===== config.mk =====
export PLATFORM = sky130hd
export DESIGN_NAME = led_pattern_scheduler
export DESIGN_NICKNAME = d
export VERILOG_FILES = /design/src/rtl/led_pattern_scheduler.sv
export SDC_FILE = /design/constraint.sdc
export NUM_CORES = 1
export LEC_CHECK = 0
export CAP_MARGIN = 5
export CORE_ASPECT_RATIO = 1.5
export CORE_UTILIZATION = 40
export DETAILED_ROUTE_END_ITERATION = 8
export PLACE_DENSITY = 0.57
export SLEW_MARGIN = 15
export SYNTH_ARGS = -nofsm -noshare
export SYNTH_HDL_FRONTEND = slang
export SYNTH_SLANG_ARGS = --single-unit
export TNS_END_PERCENT = 5

===== constraint.sdc =====
create_clock -name i_clk -period 2.2 [get_ports i_clk]
set_input_delay 0.44 -clock i_clk [delete_from_list [all_inputs] [get_ports i_clk]]
set_output_delay 0.44 -clock i_clk [all_outputs]
set_load 0.05 [all_outputs]

===== src/rtl/led_pattern_scheduler.sv =====
// ---------------------------------------------------------------------------
// led_pattern_scheduler
//
// Front-panel LED sequencer for a 5-LED bank. A debounced push-button cycles
// through five display modes. A programmable divider produces a step tick,
// and each tick advances the LED pattern of the active mode.
//
// Ports:
//   i_clk    system clock (single domain)
//   i_rst    synchronous, active-high reset
//   i_btn    debounced button level; a rising edge advances the mode
//   i_pause  level; while high, the divider and pattern stepping are frozen
//   o_led    registered LED drive, bit0 = LED1 ... bit4 = LED5
//   o_mode   registered mode code (CHASE=0 BOUNCE=1 BLINK=2 COUNT=3 OFF=4)
//   o_tick   one-cycle pulse, high in the cycle a stepped pattern first shows
//
// Handshake: none. i_btn and i_pause are plain levels sampled every cycle.
// o_mode is the state register of the mode FSM and doubles as its debug view.
// ---------------------------------------------------------------------------
module led_pattern_scheduler #(
   parameter int TICK_DIV = 6250000,
   parameter int CNT_W    = 23
) (
   input  logic       i_clk,
   input  logic       i_rst,
   input  logic       i_btn,
   input  logic       i_pause,
   output logic [4:0] o_led,
   output logic [2:0] o_mode,
   output logic       o_tick
);

   typedef enum logic [2:0] {
      MODE_CHASE  = 3'd0,
      MODE_BOUNCE = 3'd1,
      MODE_BLINK  = 3'd2,
      MODE_COUNT  = 3'd3,
      MODE_OFF    = 3'd4
   } mode_e;

   localparam logic [CNT_W-1:0] CNT_LAST = CNT_W'(TICK_DIV - 1);

   mode_e            mode_q, mode_d;
   logic [4:0]       led_q, led_d;
   logic [CNT_W-1:0] cnt_q, cnt_d;
   logic             dir_up_q, dir_up_d;
   logic             tick_q, tick_d;
   logic             btn_q, btn_d;

   logic             btn_rise;
   logic             mode_legal;
   mode_e            mode_next;
   logic [4:0]       init_led;
   logic [4:0]       step_led;
   logic             step_dir_up;

   assign btn_rise = i_btn & ~btn_q;

   // Mode order and the legality check for the unused codes 5..7.
   always_comb begin
      mode_next  = MODE_CHASE;
      mode_legal = 1'b1;
      case (mode_q)
         MODE_CHASE:  mode_next = MODE_BOUNCE;
         MODE_BOUNCE: mode_next = MODE_BLINK;
         MODE_BLINK:  mode_next = MODE_COUNT;
         MODE_COUNT:  mode_next = MODE_OFF;
         MODE_OFF:    mode_next = MODE_CHASE;
         default: begin
            mode_next  = MODE_CHASE;
            mode_legal = 1'b0;
         end
      endcase
   end

   // Only CHASE and BOUNCE start with a lit LED.
   assign init_led = ((mode_next == MODE_CHASE) || (mode_next == MODE_BOUNCE))
                     ? 5'b00001 : 5'b00000;

   // Pattern step for the current mode, applied only on a tick.
   always_comb begin
      step_led    = led_q;
      step_dir_up = dir_up_q;
      case (mode_q)
         MODE_CHASE:  step_led = {led_q[3:0], led_q[4]};
         MODE_BOUNCE: begin
            // Direction flips on the step that lands on an end LED, so the
            // end LED is shown once and the next step moves back inward.
            if (dir_up_q) begin
               step_led = {led_q[3:0], 1'b0};
               if (step_led == 5'b10000) step_dir_up = 1'b0;
            end else begin
               step_led = {1'b0, led_q[4:1]};
               if (step_led == 5'b00001) step_dir_up = 1'b1;
            end
         end
         MODE_BLINK:  step_led = ~led_q;
         MODE_COUNT:  step_led = led_q + 5'd1;
         MODE_OFF:    step_led = 5'b00000;
         default:     step_led = led_q;
      endcase
   end

   // Next-state logic. Priority: illegal mode recovery, button edge, tick.
   always_comb begin
      mode_d   = mode_q;
      led_d    = led_q;
      cnt_d    = cnt_q;
      dir_up_d = dir_up_q;
      tick_d   = 1'b0;
      btn_d    = i_btn;

      if (!mode_legal) begin
         mode_d   = MODE_CHASE;
         led_d    = 5'b00001;
         cnt_d    = '0;
         dir_up_d = 1'b1;
      end else if (btn_rise) begin
         // A mode change restarts the divider even while paused, and
         // swallows a coincident terminal count.
         mode_d   = mode_next;
         led_d    = init_led;
         cnt_d    = '0;
         dir_up_d = 1'b1;
      end else if (!i_pause) begin
         if (cnt_q == CNT_LAST) begin
            cnt_d    = '0;
            tick_d   = 1'b1;
            led_d    = step_led;
            dir_up_d = step_dir_up;
         end else begin
            cnt_d = cnt_q + CNT_W'(1);
         end
      end
   end

   always_ff @(posedge i_clk) begin
      if (i_rst) begin
         mode_q   <= MODE_CHASE;
         led_q    <= 5'b00001;
         cnt_q    <= '0;
         dir_up_q <= 1'b1;
         tick_q   <= 1'b0;
         // Loading the live level means a button held through reset does
         // not register as a press once reset is released.
         btn_q    <= i_btn;
      end else begin
         mode_q   <= mode_d;
         led_q    <= led_d;
         cnt_q    <= cnt_d;
         dir_up_q <= dir_up_d;
         tick_q   <= tick_d;
         btn_q    <= btn_d;
      end
   end

   assign o_led  = led_q;
   assign o_mode = mode_q;
   assign o_tick = tick_q;

endmodule


# Word level (Yosys, flattened, before mapping)
# Index checks and enable logic that the tools add are counted.
# totals
elab_cells	46
ff_bits	34
out_inout_bits	9
inputBits	4
# classes
n_reduce_logical	11
bitwise_logic	5
n_eq_ne	9
muxes	13
n_addsub	2
# ops
op	n
$pmux 5 s5	1
$add 23x1->23 const B	1
$eq 23x23->1 const B	1
$mux 23	1
$mux 5	4
$pmux 3 s4	1
$eq 3x1->1 const B	2
$eq 3x2->1 const B	2
$logic_not 3->1	2
$mux 1	6
$reduce_and 3->1	2
$reduce_bool 6->1	1
$add 5x1->5 const B	1
$not 5->5	1
$reduce_or 5->1	1
$eq 4x1->1 const B	1
$eq 4x4->1 const B	1
$reduce_or 4->1	1
$eq 3x3->1 const B	1
$not 1->1	3
$reduce_or 3->1	1
$ne 2x1->1 const B	1
$reduce_bool 2->1	1
$reduce_or 2->1	1
2 further kinds	2

# Logic depth before layout (Yosys ltp)
# Gate-level depths: netlist of run 1.
# logic_depth
depth_word	6
depth_mapped	8
ltp_nobuf	6

# Worst setup path after synthesis of run 1
# OpenSTA, ideal clock, no wires.
# synth_path
kind	flip-flop to flip-flop
from	register cnt_q[0]
to	register led_q[1] (netlist: o_led[1])
path_buffers	1
stages_incl_launch_ff	8
period_less_slack_ns	2.086
t_arrival_ns	1.999
required_ns	2.113
path_slack_ns	0.114
setup_time_ns	0.087
cell_sequence	dfxtp_1 > ha_1 > and3b_1 > clkbuf_2 > nand2_1 > or4b_2 > or4b_1 > o31ai_1
# synth_via
elab_chain_len	3
# synth_rtl
item	line	rtl
start, declared	45	logic [CNT_W-1:0] cnt_q, cnt_d;
start signal, assigned	150	cnt_q <= cnt_d;
$eq 23x23->1	126	if (cnt_q == CNT_LAST) begin
$reduce_bool 2->1 (no source line)	--	
$reduce_and 3->1 (no source line)	--	
end signal, assigned	149	led_q <= led_d;
end, declared	44	logic [4:0] led_q, led_d;
# Every way passes these cells.
# A chain may end at the register's enable or synchronous reset.

# Final worst setup path of run 1
# layout_path
from	register led_q[1] (netlist: o_led[1])
to	output port o_led[1]
# layout_rtl
item	line	rtl
end, declared	28	output logic [4:0] o_led,
# No word-level cell between the ends.

==> reports/metrics.csv, run 1 <==
stage;metric;value;unit
run_status;status;finished, violations left;
run_status;failing checks;design-rule violations;
critical_path;Worst path max stage delay;870;ps
critical_path;Crit path depth;1;
layout;final core occ;51.5;%
floorplan;die height;84.7;um
critical_path;critical path capture point type;output port;
floorplan;Die Area;4830;sq um
layout;share of cells above drive strength 1;15.0;%
yosys;Simple-Gate Fraction of Synth Area;32.3;%
route;DRC Markers;8;
clock_tree;clock root buffer;clkbuf_8;
global_route;largest net degree at the start of global routing;24;
route;post-route ant nets;0;
timing;period utilization;96.4;%
critical_path;crit-path leading delay family;buffers and inverters;
yosys;Synth Area per Inst;8.32;sq um
floorplan;core area;4280;sq um
yosys;EDFF count, synth;0;
hold_path;Hold Crit Depth;2;
critical_path;Register-to-Register Path Depth;6;
critical_path;critical-path maximum fanout;9;
timing;Post-Route Setup TNS;0;ps
clock_tree;Worst-path clk slew;70;ps
floorplan;row count;29;
critical_path;buffers and inverters on the worst path;1;
floorplan;Initial Utilization;42.5;%
flow_run;Max-Cap Viols;0;
yosys;Cell variety after synth;45;
yosys;Synth Instances;219;
global_route;antenna violations before repair;0;
global_route;all-layer global routing usage;19.8;%
yosys;yosys warns;0;
floorplan;IO Count;13;
placement;DP HPWL;3250;um
critical_path;CP arrival;1680;ps
yosys;multiplexer share of the synthesized area;3.91;%
layout;commonest non-fill, non-tap cells in the layout;nor2_1, dfxtp_1, buf_4, nand3_1, xnor2_1;
route;vias per cell;5.68;
critical_path;CP max-delay cell;clkdlybuf4s50_1;
yosys;XOR/XNOR Fraction of Synth Area;11.5;%
global_route;global route total overflow;0;
placement;Placer Congestion;0.833;
yosys;Post-Syn Nets;226;
timing;RSZ-0062 raised after global routing;false;
yosys;ys async rst share;0;%
timing;Hold Vio Cnt, Final;0;
route;Routed WL;4340;um
route;via count;1658;
critical_path;Startpoint Class;flip-flop;
route;DRT iter0 DRCs;75;
yosys;FF+latch count, synth;34;
yosys;register area share after synthesis;37.4;%
timing;Pins Over Slew Limit;0;
route;wire per inst;14.9;um
power;Power Density;548;nW/um^2
clock_tree;Clock Path Buffers;2;
layout;commonest non-fill, non-tap cell in the layout;nor2_1;
timing;Least-Margin Pin Slew;500;ps
placement;I/O Buffers;12;
route;number of iterations in the first detailed-routing pass;6;
clock_tree;post-CTS setup buffers;0;
yosys;synth top area cells;dfxtp_1, nor2_1, xnor2_1;
power;Leakage;0.000812;uW
layout;FILL cells;427;
clock_tree;TritonCTS clock tree;built;
clock_tree;Clock Sinks;34;
yosys;Synth Area in Adders;2.06;%
critical_path;CP required;1760;ps
yosys;leading area contributor after synthesis;dfxtp_1;
clock_tree;clock latency on the worst-skew pair;290;ps
yosys;Synth Cell Area;1820;sq um
timing;skew final;6.47;ps
layout;Layout area overhead;21.1;%
yosys;Synth top area share;37.4;%
critical_path;critical path type;flip-flop to output port;
floorplan;Die X;57.1;um
layout;final net count;252;
placement;Placed Instance Area;2100;sq um
yosys;Compound-Gate Fraction of Synth Area;8.59;%
layout;cell area after layout;2210;sq um
clock_tree;TritonCTS Buffers;5;
critical_path;crit-path cells;clkdlybuf4s50_1;
timing;Slew HR;66.6;%
timing;Final Critical Period;2120;ps
yosys;largest family of logic cells by synthesized area;simple AND/OR/NAND/NOR gates;
global_route;vias in the first global route;1703;
global_route;first-pass GRT wire length;7460;um
timing;final setup fails;0;
timing;maximum clock rate;471;MHz
clock_tree;H-tree levels;2;
layout;n_diodes;0;
power;peak supply drop;0.381;mV
hold_path;HP Class;flip-flop to flip-flop;
yosys;ys flop type;dfxtp_1;
worst reg2reg max path: cells and delay by family (launching register included):
kind            cells  cell delay, ps
compound gates      2             360
flops               1             350
simple gates        3            1040
buf+inv             1             170
synth_stat cells (3+ instances only):
| cell type | n |
|---|---|
| ha_1 | 3 |
| mux2i_1 | 6 |
| nor3_1 | 10 |
| inv_1 | 5 |
| xnor2_1 | 13 |
| nor2_1 | 35 |
| nor2b_1 | 7 |
| clkbuf_1 | 8 |
| a211oi_1 | 4 |
| a21oi_1 | 6 |
| dfxtp_1 | 34 |
| nand3_1 | 13 |
| xor2_1 | 11 |
| nand4_1 | 7 |
| nand2b_1 | 6 |
| buf_2 | 3 |
| nand2_1 | 11 |
power by group:
group | leakage, uW | total, uW | internal [uW] | switching, uW
Sequential | 0.000275 | 631 | 623 | 8.81
Combinational | 0.000488 | 103 | 43.2 | 59.7
Clock | 0.0000482 | 474 | 252 | 222
Total | 0.000812 | 1210 | 918 | 290
kinds of logic (layout without fill, tap and decap cells):
family	after synthesis	after routing
AND/OR/NAND/NOR	110	110
flip-flops	34	34
XOR/XNOR	24	24
AO/OA/AOI/OAI	22	22
buffers and inverters	19	46
multiplexers	7	7
adder cells (fa/ha/maj)	3	3
registers in the layout, indices dropped and copies added (netlist names):
register  cells
btn_q         1
o_mode        3
o_led         5
dir_up_q      1
o_tick        1
cnt_q        23
final cells by class:
type	count	area, sq um	share of cell area, %
Tap cell	46	57.6	2.61
Multi-Input combinational cell	166	1070	48.7
Timing Repair Buffer	33	283	12.8
Clock buffer	7	86.3	3.91
Inverter	5	18.8	0.851
Sequential cell	34	681	30.9
Clock inverter	1	5.00	0.227
path summary, 6_finish.rpt:
path	from	endpoint	slack (ps)
max	o_led[1]	o_led[1]	80
max reg2reg	cnt_q[5]	dir_up_q	140
min reg2reg	cnt_q[22]	cnt_q[22]	530
min	cnt_q[22]	cnt_q[22]	530
what timing repair did:
item                       CTS  global route
hold buffers                 0             0
setup endpoints to repair    0             1
gates resized for setup      0             2
per-layer routing:
| metal | wire length [um] | GRT usage, % | vias up | share of wire [%] |
|---|---|---|---|---|
| met5 | 0 | 0 | - | 0 |
| met4 | 125 | 9.76 | 0 | 2.9 |
| met3 | 132 | 4.01 | 12 | 3.0 |
| met2 | 2370 | 37.5 | 31 | 55 |
| met1 | 1720 | 19.8 | 799 | 40 |
| li1 | - | - | 816 | - |
through the flow:
step / setup slack [ps] / total power, uW / instances / hold WS, ps
floorplan: 114 / 709 / 219 / 468
global placement: -232 / 744 / 284 / 493
detailed placement: -260 / 748 / 284 / 504
CTS: 34.5 / 1220 / 292 / 527
global route: 46.0 / 1260 / 292 / 563
finish: 78.6 / 1210 / 292 / 528
Power figures use the tool's default switching activity.
==> run 2: changes to the inputs <==
- RECOVER_POWER: default -> 100
==> run 2 against run 1 <==
The run still ends with design-rule violations left; die area unchanged; via count down 0.30%; cell count unchanged; clock power about the same; critical path depth unchanged; sequential share of layout area up 0.50 points; sequential cell count unchanged; non-clock buffer count unchanged; power down 0.74%; global-route usage unchanged; critical endpoint unchanged; highest routed layer unchanged.
==> reports/metrics.csv, run 2 (synthesis results as in run 1) <==
stage;metric;value;unit;change
critical_path;buffers and inverters on the worst path;1;;unchanged
placement;Placement Setup Slack;-260;ps;unchanged
clock_tree;CTS hold repair buffers;0;;unchanged
critical_path;CP max-delay cell;clkdlybuf4s50_1;;
clock_tree;Worst-path clk slew;70;ps;about the same
critical_path;critical path type;flip-flop to output port;;
placement;Placed Instance Area;2100;sq um;unchanged
critical_path;crit-path leading delay family;buffers and inverters;;
layout;Largest Register;cnt_q;;
route;DRC Markers;8;;unchanged
layout;Largest register FFs;23;;unchanged
clock_tree;Clock Path Buffers;2;;unchanged
route;Routed WL;4330;um;-0.37%
global_route;global routing usage on met1;19.8;%;unchanged
clock_tree;clock root buffer;clkbuf_8;;
global_route;Most Crowded Layer GR;met2;;
timing;Slew HR;60.4;%;-6.1 points
layout;Layout area overhead;19.2;%;
layout;commonest non-fill, non-tap cell in the layout;nor2_1;;
timing;final setup fails;0;;unchanged
route;wire per inst;14.8;um;-0.37%
route;DRT iter0 DRCs;73;;-2.7%
hold_path;HP Class;flip-flop to flip-flop;;
global_route;GRT met3 Usage;4.01;%;unchanged
layout;commonest non-fill, non-tap cells in the layout;nor2_1, dfxtp_1, buf_4, nand3_1, xnor2_1;;
flow_run;Max-Cap Viols;0;;unchanged
run_status;status;finished, violations left;;
route;via count;1653;;-0.30%
layout;cell area after layout;2170;sq um;-1.6%
power;Leakage;0.000795;uW;-2.0%
critical_path;crit-path cells;clkdlybuf4s50_1;;
layout;share of cells above drive strength 1;12.6;%;-2.4 points
global_route;all-layer global routing usage;19.8;%;unchanged
global_route;first-pass GRT wire length;7460;um;unchanged
placement;I/O Buffers;12;;unchanged
global_route;antenna violations before repair;0;;unchanged
timing;Hold Vio Cnt, Final;0;;unchanged
critical_path;Startpoint Class;flip-flop;;
timing;maximum clock rate;472;MHz;about the same
timing;Final WS setup;80.6;ps;+2.07 ps
route;post-route ant nets;0;;unchanged
clock_tree;Clock Sinks;34;;unchanged
global_route;met2 GRT Util;37.5;%;unchanged
clock_tree;TritonCTS clock tree;built;;
critical_path;critical-path maximum fanout;9;;unchanged
route;vias per cell;5.66;;-0.30%
timing;Post-Route Setup TNS;0;ps;unchanged
critical_path;critical path capture point type;output port;;
floorplan;Die Area;4830;sq um;unchanged
global_route;largest net degree at the start of global routing;24;;unchanged
power;peak supply drop;0.380;mV;-0.11%
run_status;failing checks;design-rule violations;;
timing;Pins Over Slew Limit;0;;unchanged
global_route;vias in the first global route;1703;;unchanged
placement;DP HPWL;3250;um;unchanged
timing;Least-Margin Pin Slew;596;ps;+96.3 ps
floorplan;IO Count;13;;unchanged
floorplan;die height;84.7;um;unchanged
clock_tree;H-tree levels;2;;unchanged
timing;period utilization;96.3;%;about the same
power;Power Density;553;nW/um^2;+0.86%
timing;Final Critical Period;2120;ps;-2.07 ps
floorplan;core area;4280;sq um;unchanged
floorplan;Die X;57.1;um;unchanged
layout;n_diodes;0;;unchanged
floorplan;Initial Utilization;42.5;%;unchanged
clock_tree;post-CTS setup buffers;0;;unchanged
critical_path;CP arrival;1680;ps;about the same
clock_tree;TritonCTS Buffers;5;;unchanged
placement;Placer Congestion;0.833;;unchanged
clock_tree;clock latency on the worst-skew pair;290;ps;about the same
timing;RSZ-0062 raised after global routing;false;;
critical_path;CP required;1760;ps;about the same
floorplan;row count;29;;unchanged
layout;final net count;252;;unchanged
route;number of iterations in the first detailed-routing pass;6;;unchanged
timing;skew final;5.40;ps;-1.06 ps
critical_path;Worst path max stage delay;870;ps;about the same
global_route;global route total overflow;0;;unchanged
## run 2: stage by stage
step | hold WS [ps] | utilization [%] | std cells | power [uW]
after floorplan | 468 | - | 219 | 709
after global placement | 493 | 49.2 | 284 | 744
after detailed placement | 504 | 49.2 | 284 | 748
after CTS | 527 | 51.3 | 292 | 1220
after global routing | 563 | 50.7 | 292 | 1260
final | 527 | 50.7 | 292 | 1200
## run 2: worst paths after layout
kind                                   to  startpoint  cells past startpoint  slack (ps)
worst min-delay path            cnt_q[22]   cnt_q[22]                      2         530
worst max register to register   dir_up_q    cnt_q[5]                      6         160
worst min register to register  cnt_q[22]   cnt_q[22]                      2         530
worst max-delay path             o_led[1]    o_led[1]                      1          80
## run 2: power breakdown
group	switching, uW	total (uW)	internal, uW
Sequential	8.79	631	623
Clock	220	473	252
Combinational	58.7	95.5	36.8
Total	288	1200	912
## run 2: final cells by class
class,instances,area (sq um)
inverters,5,18.8
clock inverters,1,5.00
flip-flops and latches,34,681
fillers,431,2110
clock buffers,7,86.3
well taps,46,57.6
multi-input cells,166,1070
repair buffers,33,251
## run 2: per-layer routing
metal	vias to the layer above	part of all wire [%]
li1	815	-
met1	793	39
met2	33	55
met3	12	3.4
met4	0	2.9
met5	-	0
## run 2: repair_timing
| action | CTS | global route |
|---|---|---|
| setup endpoints to repair | 0 | 1 |
| resized for setup | 0 | 2 |
| endpoints found under the hold margin | 0 | 0 |
